$ cat src/rtl/wb_intercon_pkg.sv
// wb_intercon_pkg: FSM state type and default bus geometry / address map for wb_intercon. Rev 1.0
`default_nettype none
package wb_intercon_pkg;

  typedef enum logic [1:0] {
    ST_IDLE  = 2'd0,
    ST_OWNED = 2'd1,
    ST_ERROR = 2'd2
  } state_e;

  localparam int C_DEF_AW = 32;
  localparam int C_DEF_DW = 32;
  localparam int C_DEF_SW = 4;

  // Slot 0 sits in the least significant 32 bits.
  localparam logic [4*C_DEF_AW-1:0] C_DEF_SLAVE_BASE =
    {32'h0002_0000, 32'h0001_0100, 32'h0001_0000, 32'h0000_0000};
  localparam logic [4*C_DEF_AW-1:0] C_DEF_SLAVE_MASK =
    {32'hFFFF_0000, 32'hFFFF_FF00, 32'hFFFF_FF00, 32'hFFFF_0000};

endpackage
`default_nettype wire

$ cat src/rtl/wb_intercon_rr_arbiter.sv
// wb_rr_arbiter: combinational round-robin grant, search starts one past the last owner. Rev 1.0
`default_nettype none
module wb_rr_arbiter #(
  parameter int N  = 2,
  parameter int IW = 1
) (
  input  logic [N-1:0]  i_req,
  input  logic [IW-1:0] i_last,
  output logic [N-1:0]  o_grant
);

  // Walk from lowest to highest priority so the nearest requester wins.
  always_comb begin
    o_grant = '0;
    for (int k = N; k >= 1; k--) begin
      if (i_req[(int'(i_last) + k) % N]) begin
        o_grant = '0;
        o_grant[(int'(i_last) + k) % N] = 1'b1;
      end
    end
  end

endmodule
`default_nettype wire

$ cat src/rtl/wb_intercon.sv
// wb_intercon: N-master / M-slave shared-bus Wishbone interconnect with round-robin ownership. Rev 1.0
// Optional slave ack timeout enabled by defining WB_INTERCON_TIMEOUT_EN.
`default_nettype none
module wb_intercon
  import wb_intercon_pkg::*;
#(
  parameter int NUM_MASTERS    = 2,
  parameter int NUM_SLAVES     = 4,
  parameter int WB_ADDR_WIDTH  = C_DEF_AW,
  parameter int WB_DATA_WIDTH  = C_DEF_DW,
  parameter int WB_SEL_WIDTH   = C_DEF_SW,
  parameter logic [NUM_SLAVES*WB_ADDR_WIDTH-1:0] SLAVE_BASE = C_DEF_SLAVE_BASE,
  parameter logic [NUM_SLAVES*WB_ADDR_WIDTH-1:0] SLAVE_MASK = C_DEF_SLAVE_MASK,
  parameter int TIMEOUT_CYCLES = 16
) (
  input  logic                                clk_i,
  input  logic                                rst_ni,
  input  logic [NUM_MASTERS*WB_ADDR_WIDTH-1:0] m_addr_i,
  input  logic [NUM_MASTERS*WB_DATA_WIDTH-1:0] m_data_i,
  input  logic [NUM_MASTERS*WB_SEL_WIDTH-1:0]  m_sel_i,
  input  logic [NUM_MASTERS-1:0]               m_we_i,
  input  logic [NUM_MASTERS-1:0]               m_stb_i,
  input  logic [NUM_MASTERS-1:0]               m_cyc_i,
  output logic [NUM_MASTERS-1:0]               m_ack_o,
  output logic [NUM_MASTERS-1:0]               m_err_o,
  output logic [NUM_MASTERS*WB_DATA_WIDTH-1:0] m_data_o,
  output logic [WB_ADDR_WIDTH-1:0]             s_addr_o,
  output logic [WB_DATA_WIDTH-1:0]             s_data_o,
  output logic [WB_SEL_WIDTH-1:0]              s_sel_o,
  output logic                                 s_we_o,
  output logic [NUM_SLAVES-1:0]                s_stb_o,
  output logic [NUM_SLAVES-1:0]                s_cyc_o,
  input  logic [NUM_SLAVES-1:0]                s_ack_i,
  input  logic [NUM_SLAVES*WB_DATA_WIDTH-1:0]  s_data_i,
  output logic [NUM_MASTERS-1:0]               grant_o
);

  localparam int MIW = (NUM_MASTERS > 1) ? $clog2(NUM_MASTERS) : 1;
  localparam int SIW = (NUM_SLAVES > 1) ? $clog2(NUM_SLAVES) : 1;

  if (TIMEOUT_CYCLES < 1) begin : g_bad_timeout
    $error("wb_intercon: TIMEOUT_CYCLES must be at least 1");
  end

  state_e                 r_state, w_state_nxt;
  logic [NUM_MASTERS-1:0] r_grant, w_grant_nxt, w_arb_grant;
  logic [MIW-1:0]         r_owner, w_owner_nxt, r_last, w_last_nxt, w_arb_idx;
  logic                   w_own_cyc, w_own_stb, w_hit, w_active, w_sel_ack, w_tmo_exp;
  logic [SIW-1:0]         w_hit_idx;
  logic [WB_ADDR_WIDTH-1:0] w_own_addr;

  wb_rr_arbiter #(.N(NUM_MASTERS), .IW(MIW)) u_arb (
    .i_req   (m_cyc_i),
    .i_last  (r_last),
    .o_grant (w_arb_grant)
  );

  always_comb begin
    w_arb_idx = '0;
    for (int i = 0; i < NUM_MASTERS; i++) begin
      if (w_arb_grant[i]) w_arb_idx = MIW'(i);
    end
  end

  assign w_own_cyc  = m_cyc_i[r_owner];
  assign w_own_stb  = w_own_cyc & m_stb_i[r_owner];
  assign w_own_addr = m_addr_i[int'(r_owner)*WB_ADDR_WIDTH +: WB_ADDR_WIDTH];

  assign s_addr_o = w_own_addr;
  assign s_data_o = m_data_i[int'(r_owner)*WB_DATA_WIDTH +: WB_DATA_WIDTH];
  assign s_sel_o  = m_sel_i[int'(r_owner)*WB_SEL_WIDTH +: WB_SEL_WIDTH];
  assign s_we_o   = m_we_i[r_owner];
  assign grant_o  = r_grant;

  // Descending scan: the last match assigned is the lowest slave index.
  always_comb begin
    w_hit     = 1'b0;
    w_hit_idx = '0;
    for (int i = NUM_SLAVES - 1; i >= 0; i--) begin
      if ((w_own_addr & SLAVE_MASK[i*WB_ADDR_WIDTH +: WB_ADDR_WIDTH])
          == SLAVE_BASE[i*WB_ADDR_WIDTH +: WB_ADDR_WIDTH]) begin
        w_hit     = 1'b1;
        w_hit_idx = SIW'(i);
      end
    end
  end

  assign w_active  = (r_state == ST_OWNED) && w_own_stb && w_hit;
  assign w_sel_ack = s_ack_i[w_hit_idx];

  always_comb begin
    s_cyc_o  = '0;
    s_stb_o  = '0;
    m_ack_o  = '0;
    m_err_o  = '0;
    m_data_o = '0;
    if (w_active) begin
      s_cyc_o[w_hit_idx] = 1'b1;
      s_stb_o[w_hit_idx] = 1'b1;
      m_ack_o[r_owner]   = w_sel_ack;
      m_data_o[int'(r_owner)*WB_DATA_WIDTH +: WB_DATA_WIDTH] =
        s_data_i[int'(w_hit_idx)*WB_DATA_WIDTH +: WB_DATA_WIDTH];
    end
    if (r_state == ST_ERROR) m_err_o[r_owner] = 1'b1;
  end

`ifdef WB_INTERCON_TIMEOUT_EN
  localparam int TW = $clog2(TIMEOUT_CYCLES + 1);
  logic [TW-1:0] r_tmo, w_tmo_nxt;

  // Expires on the TIMEOUT_CYCLES-th consecutive un-acked strobe cycle.
  always_comb begin
    w_tmo_nxt = '0;
    w_tmo_exp = 1'b0;
    if (w_active && !w_sel_ack) begin
      if (r_tmo == TW'(TIMEOUT_CYCLES - 1)) w_tmo_exp = 1'b1;
      else                                  w_tmo_nxt = r_tmo + 1'b1;
    end
  end

  always_ff @(posedge clk_i or negedge rst_ni) begin
    if (!rst_ni) r_tmo <= '0;
    else         r_tmo <= w_tmo_nxt;
  end
`else
  assign w_tmo_exp = 1'b0;
`endif

  always_comb begin
    w_state_nxt = r_state;
    w_grant_nxt = r_grant;
    w_owner_nxt = r_owner;
    w_last_nxt  = r_last;
    case (r_state)
      ST_IDLE: begin
        if (|m_cyc_i) begin
          w_state_nxt = ST_OWNED;
          w_grant_nxt = w_arb_grant;
          w_owner_nxt = w_arb_idx;
          w_last_nxt  = w_arb_idx;
        end
      end
      ST_OWNED: begin
        if (!w_own_cyc) begin
          w_state_nxt = ST_IDLE;
          w_grant_nxt = '0;
        end else if ((w_own_stb && !w_hit) || w_tmo_exp) begin
          w_state_nxt = ST_ERROR;
        end
      end
      ST_ERROR: begin
        if (w_own_cyc) begin
          w_state_nxt = ST_OWNED;
        end else begin
          w_state_nxt = ST_IDLE;
          w_grant_nxt = '0;
        end
      end
      default: begin
        w_state_nxt = ST_IDLE;
        w_grant_nxt = '0;
      end
    endcase
  end

  // Pointer resets to the top master so the first search begins at master 0.
  always_ff @(posedge clk_i or negedge rst_ni) begin
    if (!rst_ni) begin
      r_state <= ST_IDLE;
      r_grant <= '0;
      r_owner <= '0;
      r_last  <= MIW'(NUM_MASTERS - 1);
    end else begin
      r_state <= w_state_nxt;
      r_grant <= w_grant_nxt;
      r_owner <= w_owner_nxt;
      r_last  <= w_last_nxt;
    end
  end

endmodule
`default_nettype wire

$ cat config.mk
export PLATFORM = sky130hd
export DESIGN_NAME = wb_intercon
export DESIGN_NICKNAME = d
export VERILOG_FILES = /design/src/rtl/wb_intercon_pkg.sv /design/src/rtl/wb_intercon_rr_arbiter.sv /design/src/rtl/wb_intercon.sv
export SDC_FILE = /design/constraint.sdc
export NUM_CORES = 1
export LEC_CHECK = 0
export ABC_AREA = 0
export BUFFER_PORTS_ARGS = -buffer_cell sky130_fd_sc_hd__buf_4
export CAP_MARGIN = 20
export CORE_AREA = 4 4 163 165
export CTS_BUF_LIST = sky130_fd_sc_hd__clkbuf_8
export DETAILED_ROUTE_END_ITERATION = 10
export DIE_AREA = 0 0 167 169
export PLACE_DENSITY = 0.52
export SETUP_SLACK_MARGIN = 0.1
export SYNTH_ARGS = -nofsm -noshare
export SYNTH_HDL_FRONTEND = slang
export SYNTH_HIERARCHICAL = 1
export SYNTH_SLANG_ARGS = --single-unit
$ cat constraint.sdc
create_clock -name clk_i -period 2.6 [get_ports clk_i]
set_clock_uncertainty 0.05 [all_clocks]
set_input_delay 0.39 -clock clk_i [delete_from_list [all_inputs] [get_ports clk_i]]
set_output_delay 0.39 -clock clk_i [all_outputs]
set_load 0.005 [all_outputs]
# == Yosys cells after proc, flatten, opt, wreduce, memory -nomap -nowiden ==
# Index checks and enable logic that the tools add are counted.
# totals
elab_cells,94
input_bits,276
regBits,6
# op_classes
order_cmp,8
bitwise_logic,5
add_sub_neg,3
n_eq_ne,8
reduce_logical,15
mux,45
shifts,6
# op_table
op,count
128-bit by 8-bit indexed part select with 32-bit output,1
64-bit by 7-bit indexed part select with 32-bit output,2
64-bit bitwise AND,1
64-bit 2-to-1 mux,1
"32-bit by 33-bit variable shift with 64-bit output, first input constant",1
32-bit by 33-bit indexed part select with 64-bit output,1
"24-bit by 9-bit equality test with 1-bit output, second input constant",2
6-bit negation with 33-bit output,1
32-bit logical NOT,1
2-bit 2-to-1 mux,13
1-bit 2-to-1 mux,23
"16-bit by 2-bit equality test with 1-bit output, second input constant",1
"2-bit by 3-bit < comparator with 1-bit output, second input constant",3
8-bit by 4-bit indexed part select with 4-bit output,1
1-bit logical AND,7
"2-bit by 1-bit >= comparator with 1-bit output, second input constant",3
2-bit case mux with 3 select lines,1
2-bit AND reduction,3
4-bit 2-to-1 mux,1
"2-bit != test, second input constant",2
2-bit case mux with 2 select lines,1
2-bit OR reduction,2
1-bit demux with 1-bit select,3
"3-bit by 2-bit != test with 1-bit output, second input constant",1
12 further kinds,14

# == Depth between registers and ports, before layout ==
# depth
ltp_word,11
depth_mapped,9
ltp_nobuf,6

# == By module ==
# Netlist, hierarchy kept.
# by_module_without_submodules
mod,area_each_um2,cells_each,instances
wb_intercon,3438.3,363,1
wb_rr_arbiter,18.8,3,1

# == Worst setup path after synthesis ==
# OpenSTA, ideal clock, no wires.
# synth_path
kind,input to output
startpoint,input m_addr_i[44]
endpoint,output s_stb_o[1]
required_time_ns,2.160
n_path_buf,2
arrival_time_ns,2.023
setup_slack_ns,0.137
path_stages,7
cell_sequence,nor4_1 -> nand4_2 -> a211oi_4 -> buf_6 -> nand2_1 -> nor3_1 -> buf_4
# synth_via
elab_chain_len,10
# synth_lines
item,line_no,text
"start, declared",wb_intercon.sv:18,"input logic [NUM_MASTERS*WB_ADDR_WIDTH-1:0] m_addr_i,"
64-bit by 7-bit indexed part select with 32-bit output *,wb_intercon.sv:67,assign w_own_addr = m_addr_i[int'(r_owner)*WB_ADDR_WIDTH +: WB_ADDR_WIDTH];
24-bit by 9-bit equality test with 1-bit output,wb_intercon.sv:81,== SLAVE_BASE[i*WB_ADDR_WIDTH +: WB_ADDR_WIDTH]) begin
2-bit 2-to-1 mux (3 in series),wb_intercon.sv:80,if ((w_own_addr & SLAVE_MASK[i*WB_ADDR_WIDTH +: WB_ADDR_WIDTH])
2-bit by 3-bit < comparator with 1-bit output or 2-bit by 1-bit >= comparator with 1-bit output (tied branches),--,
1-bit logical AND,--,
1-bit 2-to-1 mux,--,
1-bit demux with 2-bit select,--,
4-bit 2-to-1 mux *,--,
"end, declared",wb_intercon.sv:31,"output logic [NUM_SLAVES-1:0] s_stb_o,"
# Every way passes the cells marked *; elsewhere a longest branch is shown, timed or not.

# == Final worst setup path ==
# layout_path
startpoint,register r_owner
endpoint,output m_data_o[3]
# layout_via
elab_chain_len,10
# layout_lines
item,line_no,text
"start, declared",wb_intercon.sv:47,"logic [MIW-1:0] r_owner, w_owner_nxt, r_last, w_last_nxt, w_arb_idx;"
"start signal, assigned",wb_intercon.sv:176,r_owner <= w_owner_nxt;
64-bit by 7-bit indexed part select with 32-bit output,wb_intercon.sv:67,
16-bit by 2-bit equality test with 1-bit output,wb_intercon.sv:81,
2-bit 2-to-1 mux (4 in series),wb_intercon.sv:80,
128-bit by 8-bit indexed part select with 32-bit output,wb_intercon.sv:102,s_data_i[int'(w_hit_idx)*WB_DATA_WIDTH +: WB_DATA_WIDTH];
32-bit by 33-bit indexed part select with 64-bit output,wb_intercon.sv:101,m_data_o[int'(r_owner)*WB_DATA_WIDTH +: WB_DATA_WIDTH] =
64-bit bitwise AND (no source line),--,
64-bit 2-to-1 mux *,wb_intercon.sv:97,if (w_active) begin
"end, declared",wb_intercon.sv:26,"output logic [NUM_MASTERS*WB_DATA_WIDTH-1:0] m_data_o,"
# Every way passes the cells marked *; elsewhere a longest branch is shown, timed or not. The select of a mux whose other input is x is not followed.

==> impl_metrics.ini <==
[cts]
cts.sinks = 6
clk_latency_ps = 230
cts_tree = done
cts-root-buf = clkbuf_8
cts_max_path_buffers = 2
htree_num_levels = 1
clkTransAtPathRegs_ps = 40
numCtsBuffers = 3

[synth]
synth.mux.area_fraction_pct = 34.49
synth_compound_area_share_pct = 26.82
synth_top_area_share_pct = 33.22
synth.net_count = 646
synthAdderAreaFrac_pct = 1.448
avgSynthCellArea_um2 = 9.446
synth-edff-count = 0
synthCells = 366
synth_area_leaders = mux2_2 (33%), o32ai_2 (9.9%), nor3_2 (9.3%), a211oi_1 (7.2%), nor3_1 (5.5%)
async_reset_ff_share_pct = 100.0
synthFlopType = dfrtp_1
synthTopCellsByCount = mux2_2 (102), nor3_1 (38), a211oi_1 (33)
synth_top_family_by_area = multiplexers
yosysSeqAreaShare_pct = 4.379
ys_ff_latch = 6
synth.distinct_cells = 51
synth_top_area_cell = mux2_2
synthMostInstantiatedCell = mux2_2
synth_xor_area_share_pct = 0
synthesis.area_um2 = 3457
synth-simple-area-share_pct = 22.29
yosys_warnings = 6

[placement]
place.gp.congestion = 0.8742
port_buffers = 422
hpwl_um = 17930
dpl.cell_count = 1170
placed_area_um2 = 7594

[floorplanning]
rows = 58
core_area_um2 = 25040
io_pins = 423
start_util_pct = 13.81
die_w_um = 167
die_h_um = 169
die-area_um2 = 28220

[route]
vias = 5365
drc = 0
first_pass_iters = 4
ant_nets = 0
wl_per_cell_um = 20.51
vias_per_cell = 4.452
drt_iter0_markers = 180
wirelength_um = 24710

[sta]
min_period_ps = 2889
setup_violations = 72
worst_pin_slew_ps = 459.7
finalHoldViolations = 0
fmax_mhz = 346.2
whs_ps = 416.4
finalWorstSetupSlack_ps = -288.8
slew_headroom_pct = 69.17
min_period_over_period_pct = 111.1
rsz0062_at_grt = true
setup_tns_ps = -16860
drv_slew = 0

[final_layout]
synthToLayoutAreaGrowth_pct = 170.5
layout.nets = 1156
fin_area_um2 = 9353
n_antenna_cell = 0
drive_above_1_share_pct = 92.34
fillers = 2504
final_cells = 1205

[worst_setup_path]
crit_fanout = 8
max_stage_delay_ps = 540
cp.required_ps = 2160
slowest_stage = dfrtp_4
cp-startpoint = r_owner
cp-end-kind = output pin
path_class = reg2out
r2r-start = r_owner
critPathArrivalTime_ps = 2450
start_kind = flip-flop
path_cells = buf_8 > mux2_4 > a211o_4 > clkbuf_16 > o32ai_4 > nor3_2 > buf_4

[hold_path]
hp-start = r_last
hold_path_class = reg2reg

[grt]
grt_pass1_wl_um = 34180
grt_max_degree = 31
grt_pass1_vias = 5886
overflow = 0
antenna_found_initial = 0
grt_util_all_layers_pct = 15.32

[power_and_ir_drop]
p_total_mw = 2.957
ir_drop_mv = 0.2230
p_leak_nw = 3.984
power_density_nw_per_um2 = 316.2

[status]
status = finished with violations
failed_checks = setup timing

[job]
maxCapViolations = 0
==> worst max-delay path, delay by kind of cell, from the launching register on <==
kind / cells / cell delay (ps)
AO/OA/AOI/OAI: 2 / 730
flip-flops: 1 / 540
buffers and inverters: 3 / 520
multiplexers: 1 / 340
AND/OR/NAND/NOR: 1 / 70
==> registers in the layout, summed over array words and instances (netlist names) <==
| name | count |
|---|---|
| grant_o | 2 |
| r_last | 1 |
| r_owner | 1 |
| r_state | 2 |
==> what timing repair did <==
item	CTS	global route
hold endpoints to repair	5	0
pin swaps	8	54
gates resized for setup	93	116
cloned	8	5
endpoints found under the setup margin	75	75
hold buffers	1	0
buffers inserted	9	10
==> logic make-up after synthesis <==
| group | count (synthesis) |
|---|---|
| buf+inv | 48 |
| fa+ha+maj | 4 |
| simple gates | 110 |
| flops | 6 |
| compound gates | 92 |
| mux | 106 |
==> layer usage <==
layer / track usage [%] / vias to the layer above / wire length, um
li1: - / 2513 / -
met1: 17.45 / 2548 / 9258
met2: 29.02 / 274 / 13060
met3: 3.830 / 30 / 1961
met4: 2.882 / 0 / 427
met5: 0 / - / 0
==> area by class of cell <==
class	count	area [um2]	share of cell area, %
inverters	6	25.02	0.2676
flip-flops and latches	6	155.1	1.659
clock inverters	1	3.754	0.04013
repair buffers	546	4688	50.13
clock buffers	3	41.29	0.4415
well taps	330	412.9	4.415
multi-input cells	313	4026	43.05
==> final timing paths <==
check,to,slack [ps],cells past startpoint
max,m_data_o[3],-290,7
min,r_last,420,2
max reg2reg,r_state[0],40,8
min reg2reg,r_last,420,2
max in group asynchronous,r_last,1810,2
min in group asynchronous,r_owner,470,2
==> cells in the final DEF, fill, tap and decap left out, types with 2 or more instances in the layout <==
cell and instances:
buf_4 477, mux2_2 99, nor3_2 49, buf_6 35
o32ai_4 33, a211oi_2 25, buf_12 19, nor3_4 16
nand2_1 8, nor4_4 7, inv_1 6, a211oi_1 6
nor3_1 5, a22o_1 5, buf_16 5, clkbuf_16 5
nor2_1 4, a21oi_1 4, ha_1 4, dfrtp_1 4
buf_8 4, mux2_4 3, nand3_1 3, a211oi_4 3
nor2_4 3, clkbuf_8 3, mux2i_2 2, nor4_1 2
o211ai_4 2, and3_4 2, and2_1 2, o21ai_0 2
==> stage by stage <==
step / setup slack, ps / util, %
finish: -288.8 / 37.36
global route: -391.3 / 37.36
CTS: -328.8 / 34.03
detailed placement: -456.6 / 30.33
global placement: -507.5 / 30.33
floorplan: 136.5 / -
==> power breakdown <==
part	leakage, nW	switching, mW	internal, mW
sequential	0.0737	0.0572	0.146
clock	0.0269	0.0457	0.102
combinational	3.88	1.06	1.55
Power figures use the tool's default switching activity.
